<file path="config.mk">
export PLATFORM = sky130hd
export DESIGN_NAME = bamse_irq_ctrl
export DESIGN_NICKNAME = d
export VERILOG_FILES = /design/src/rtl/bamse_irq_ctrl.sv
export SDC_FILE = /design/constraint.sdc
export NUM_CORES = 1
export LEC_CHECK = 0
export BUFFER_PORTS_ARGS = -buffer_cell sky130_fd_sc_hd__buf_2
export CORE_MARGIN = 5
export CORE_UTILIZATION = 35
export CTS_CLUSTER_SIZE = 40
export DETAILED_ROUTE_END_ITERATION = 7
export PLACE_DENSITY = 0.63
export SLEW_MARGIN = 5
export SYNTH_ARGS = -nofsm -noshare
export SYNTH_HDL_FRONTEND = slang
export SYNTH_SLANG_ARGS = --single-unit
</file>
<file path="constraint.sdc">
create_clock -name clk -period 2.8 [get_ports clk]
set_clock_uncertainty 0.2 [all_clocks]
set_input_delay 0.56 -clock clk [delete_from_list [all_inputs] [get_ports clk]]
set_output_delay 0.56 -clock clk [all_outputs]
set_load 0.03 [all_outputs]
</file>
<file path="src/rtl/bamse_irq_ctrl.sv">
// bamse_irq_ctrl: edge-triggered, maskable, fixed-priority interrupt controller for PicoBlaze3 with EOI handshake.
// Revision: 1.0
`default_nettype none

module bamse_irq_ctrl #(
  parameter int unsigned NSRC      = 4,
  parameter logic [7:0]  BASE_ADDR = 8'h10
) (
  input  logic            clk,
  input  logic            rst,
  input  logic [NSRC-1:0] irq_src,
  input  logic [7:0]      port_id,
  input  logic            write_strobe,
  input  logic            read_strobe,
  input  logic [7:0]      out_port,
  output logic [7:0]      in_port,
  output logic            interrupt,
  input  logic            interrupt_ack
);

  typedef enum logic [1:0] {
    ST_IDLE    = 2'd0,
    ST_ASSERT  = 2'd1,
    ST_SERVICE = 2'd2
  } state_e;

  state_e          state_q, state_d;
  logic [NSRC-1:0] prev_q;
  logic [NSRC-1:0] pend_q, pend_d;
  logic [NSRC-1:0] mask_q, mask_d;
  logic [7:0]      vect_q, vect_d;
  logic [7:0]      rdata_q, rdata_d;

  logic [NSRC-1:0] rise;
  logic [NSRC-1:0] act;
  logic [NSRC-1:0] win;
  logic [2:0]      win_id;
  logic            take;
  logic [7:0]      off;
  logic            hit;
  logic            wr_pend, wr_mask, wr_eoi;
  logic            unused_inputs;

  // Reads have no side effects, so the read qualifier is not needed.
  assign unused_inputs = ^{read_strobe, out_port};

  assign rise    = irq_src & ~prev_q;
  assign act     = pend_q & mask_q;
  assign off     = port_id - BASE_ADDR;
  assign hit     = (off < 8'd4);
  assign wr_pend = write_strobe & hit & (off[1:0] == 2'd0);
  assign wr_mask = write_strobe & hit & (off[1:0] == 2'd1);
  assign wr_eoi  = write_strobe & hit & (off[1:0] == 2'd3);

  // Lowest set index wins; scanning downward leaves the lowest one last.
  always_comb begin
    win    = '0;
    win_id = '0;
    for (int i = NSRC - 1; i >= 0; i--) begin
      if (act[i]) begin
        win    = '0;
        win[i] = 1'b1;
        win_id = 3'(i);
      end
    end
  end

  always_comb begin
    state_d = state_q;
    vect_d  = vect_q;
    take    = 1'b0;
    case (state_q)
      ST_IDLE: begin
        if (|act) state_d = ST_ASSERT;
      end
      ST_ASSERT: begin
        if (interrupt_ack) begin
          state_d = ST_SERVICE;
          if (|act) begin
            vect_d = {2'b10, 3'b000, win_id};
            take   = 1'b1;
          end else begin
            vect_d = 8'hC0;
          end
        end
      end
      ST_SERVICE: begin
        if (wr_eoi) begin
          vect_d  = 8'h00;
          state_d = ST_IDLE;
        end
      end
      default: state_d = ST_IDLE;
    endcase
  end

  // New edges are OR-ed in last so they override both W1C and ack clears.
  always_comb begin
    pend_d = pend_q;
    if (wr_pend) pend_d = pend_d & ~out_port[NSRC-1:0];
    if (take)    pend_d = pend_d & ~win;
    pend_d = pend_d | rise;
    mask_d = wr_mask ? out_port[NSRC-1:0] : mask_q;
  end

  always_comb begin
    rdata_d = 8'h00;
    if (hit) begin
      case (off[1:0])
        2'd0: for (int i = 0; i < NSRC; i++) rdata_d[i] = pend_q[i];
        2'd1: for (int i = 0; i < NSRC; i++) rdata_d[i] = mask_q[i];
        2'd2: rdata_d = vect_q;
        default: rdata_d = 8'h00;
      endcase
    end
  end

  always_ff @(posedge clk) begin
    if (rst) begin
      state_q <= ST_IDLE;
      prev_q  <= '1;
      pend_q  <= '0;
      mask_q  <= '0;
      vect_q  <= 8'h00;
      rdata_q <= 8'h00;
    end else begin
      state_q <= state_d;
      prev_q  <= irq_src;
      pend_q  <= pend_d;
      mask_q  <= mask_d;
      vect_q  <= vect_d;
      rdata_q <= rdata_d;
    end
  end

  assign in_port   = rdata_q;
  assign interrupt = (state_q == ST_ASSERT);

endmodule

`default_nettype wire
</file>
==> metrics.yaml <==
status:
  outcome: "finished clean"
routing:
  antenna_left: 0
  wl_um: 2388
  drtIter0Drc: 31
  via_count: 940
  firstDrtPassIters: 5
  wl_per_cell_um: 12.70
  vias_per_cell: 5.000
  post-route-drc-count: 0
synthesis:
  async_reset_ff_frac: 0
  synth_cells: 119
  yosys.cell_types.count: 37
  ys_ff_latch: 24
  syn-cell-area_um2: 1121
  synth_enable_flop_cells: 0
  avgSynthCellArea_um2: 9.421
  synthFlopType: "dfxtp_1"
  ys_warn_count: 0
  seq_area_frac_synth: 0.4286
die:
  initial_core_util: 0.3672
  die_y_um: 66.60
  die_area_um2: 4435
  design.core.area_um2: 3053
  row_count: 20
  num_io_pins: 34
  fp.dieW_um: 66.60
final_layout:
  fillCellCount: 333
  fin_cells: 188
  nNetsFinal: 170
  multi_input_comb_area_um2: 591.8
  layout_commonest_cell: "buf_2"
  final_cell_mix: "buf_2 (26), dfxtp_1 (24), nand2b_1 (12), mux2i_1 (8)"
  drive_above_1_share: 0.2708
  utilization: 0.4377
  seqCellArea_um2: 480.5
  finalInstanceArea_um2: 1336
  syn_to_final_growth_pct: 19.20
  num_antenna_cells: 0
power_and_ir_drop:
  powerDensity_nw_per_um2: 491.1
  p_leak_uw: 0.0005114
  ir_drop_v: 0.0002325
worst_hold_path:
  hold_depth: 2
  hp-start: "irq_src[3]"
  whs_endpoint: "prev_q[3]$_SDFF_PP1_"
  hp-class: "in -> reg"
sta:
  grt_setup_unrepaired: "no"
  slew_violations: 0
  fin_crit_ps: 1899
  fin_crit_sh: 0.6781
  fmax_ghz: 0.5267
  final-setup-viol-count: 0
  finalHoldViolCount: 0
  finalSetupTns_ps: 0
critical_path:
  reg2reg_to: "pend_q[2]$_SDFF_PP0_"
  crit_type: "in -> reg"
  crit_buf_inv: 1
  reg2reg_depth: 3
  reg2reg_slack_ps: 1360
  cpLargestDelayFamily: "simple AND/OR/NAND/NOR gates"
  cp-end-kind: "flip-flop"
  worst-endpoint-arrival_ps: 1940
  slowest_delay_ps: 730
  crit_path_start_kind: "input pin"
  path_max_fanout: 5
  critPathSlowestCell: "or4bb_2"
  cp.required_ps: 2840
  timing.rr.start: "state_q[1]$_SDFFE_PP0P_"
  cp.depth: 4
  cp_cell_sequence: "buf_2, or4bb_2, nor3_4, mux2i_1"
placement:
  place_inst: 184
  hpwlAfterDp_um: 1866
  portBuffers: 26
  place.gp.congestion: 0.7969
  placed_cell_area_um2: 1284
clocking:
  clockRootBuffer: "clkbuf_4"
  cts_resized: 0
  clkLatencyLatePin_ps: 310
  cts_buffers: 3
  clockBufferDepth: 2
  clk_pin_slew_ps: 140
  cts_tree: "built"
  htreeDepth: 1
  cts.sinks: 24
  postCtsSetupBuffers: 0
  cts_hold_buf: 0
flow_run:
  maxCapViolCount: 0
global_route:
  grt_remaining_overflow: 0
  grt_pass1_wl_um: 4077
  grt_util_all_layers: 0.1189
  grt_max_degree: 33
  antenna_found_initial: 0
  grt_pass1_vias: 924
-- area by class of cell --
type / count / share of cell area
Clock buffer: 3 / 0.01685
Clock inverter: 1 / 0.02247
Inverter: 5 / 0.01404
Multi-Input combinational cell: 84 / 0.4429
Sequential cell: 24 / 0.3596
Tap cell: 44 / 0.04120
Timing Repair Buffer: 27 / 0.1030
-- registers in the layout (all words and copies together), names as in the netlist --
register / flops
in_port: 6
state_q: 2
mask_q: 4
pend_q: 4
vect_q: 4
prev_q: 4
-- cell usage after synthesis (2+ instances only) --
cell type,number,area share
mux2i_1,8,0.071
nor4b_1,4,0.031
clkbuf_1,5,0.017
nor2_1,7,0.023
nand3b_1,5,0.033
o21ai_0,4,0.018
a2bb2oi_1,2,0.016
nor3_1,2,0.0089
a311o_1,2,0.018
inv_1,5,0.017
dfxtp_1,24,0.43
nand2b_1,12,0.067
buf_4,2,0.013
nand2_1,7,0.023
o22ai_1,3,0.017
and3_1,2,0.011
nor4_1,2,0.011
or2_2,4,0.022
-- cells by family after synthesis --
kind of cell / share of synthesized area
flops: 0.4286
other cells: 0.003345
simple gates: 0.3147
mux: 0.07143
compound gates: 0.1351
buf+inv: 0.04687
-- per-stage QoR --
stage,power (uW),hold slack (ps),setup slack [ps]
2_1_floorplan,392.8,253.0,764.2
3_3_place_gp,411.9,272.1,596.8
3_5_place_dp,413.5,275.8,573.7
4_1_cts,662.6,228.8,904.5
5_1_grt,689.4,206.9,836.5
6_report,656.3,235.5,901.4
-- worst register-to-register path, cell delays in order, from the launching register on --
cell and delay (ps):
dfxtp_1 420, and3b_1 280, a311o_1 330, o21ai_0 140
-- power by group --
part / total (uW) / internal, uW / switching, uW
combinational: 53.7 / 25.0 / 28.6
sequential: 352 / 348 / 4.18
clock: 250 / 145 / 106
-- metal layers --
metal,global-route usage,share of wire,vias to the layer above
met3,0.02361,0.042,2
li1,-,-,480
met2,0.2005,0.51,21
met1,0.1445,0.44,437
met4,0.05330,0.014,0
met5,0,0,-
-- how the worst max path moves through the flow --
stage                              to  startpoint  slack, ps
2_1_floorplan  vect_q[1]$_SDFFE_PP0P_  port_id[6]        760
3_3_place_gp   mask_q[0]$_SDFFE_PP0P_  port_id[6]        600
3_5_place_dp   mask_q[1]$_SDFFE_PP0P_  port_id[6]        570
4_1_cts        mask_q[1]$_SDFFE_PP0P_  port_id[6]        900
5_1_grt        mask_q[2]$_SDFFE_PP0P_  port_id[6]        840
6_report       mask_q[1]$_SDFFE_PP0P_  port_id[6]        900
No activity file was read; power rests on OpenSTA's default activity.
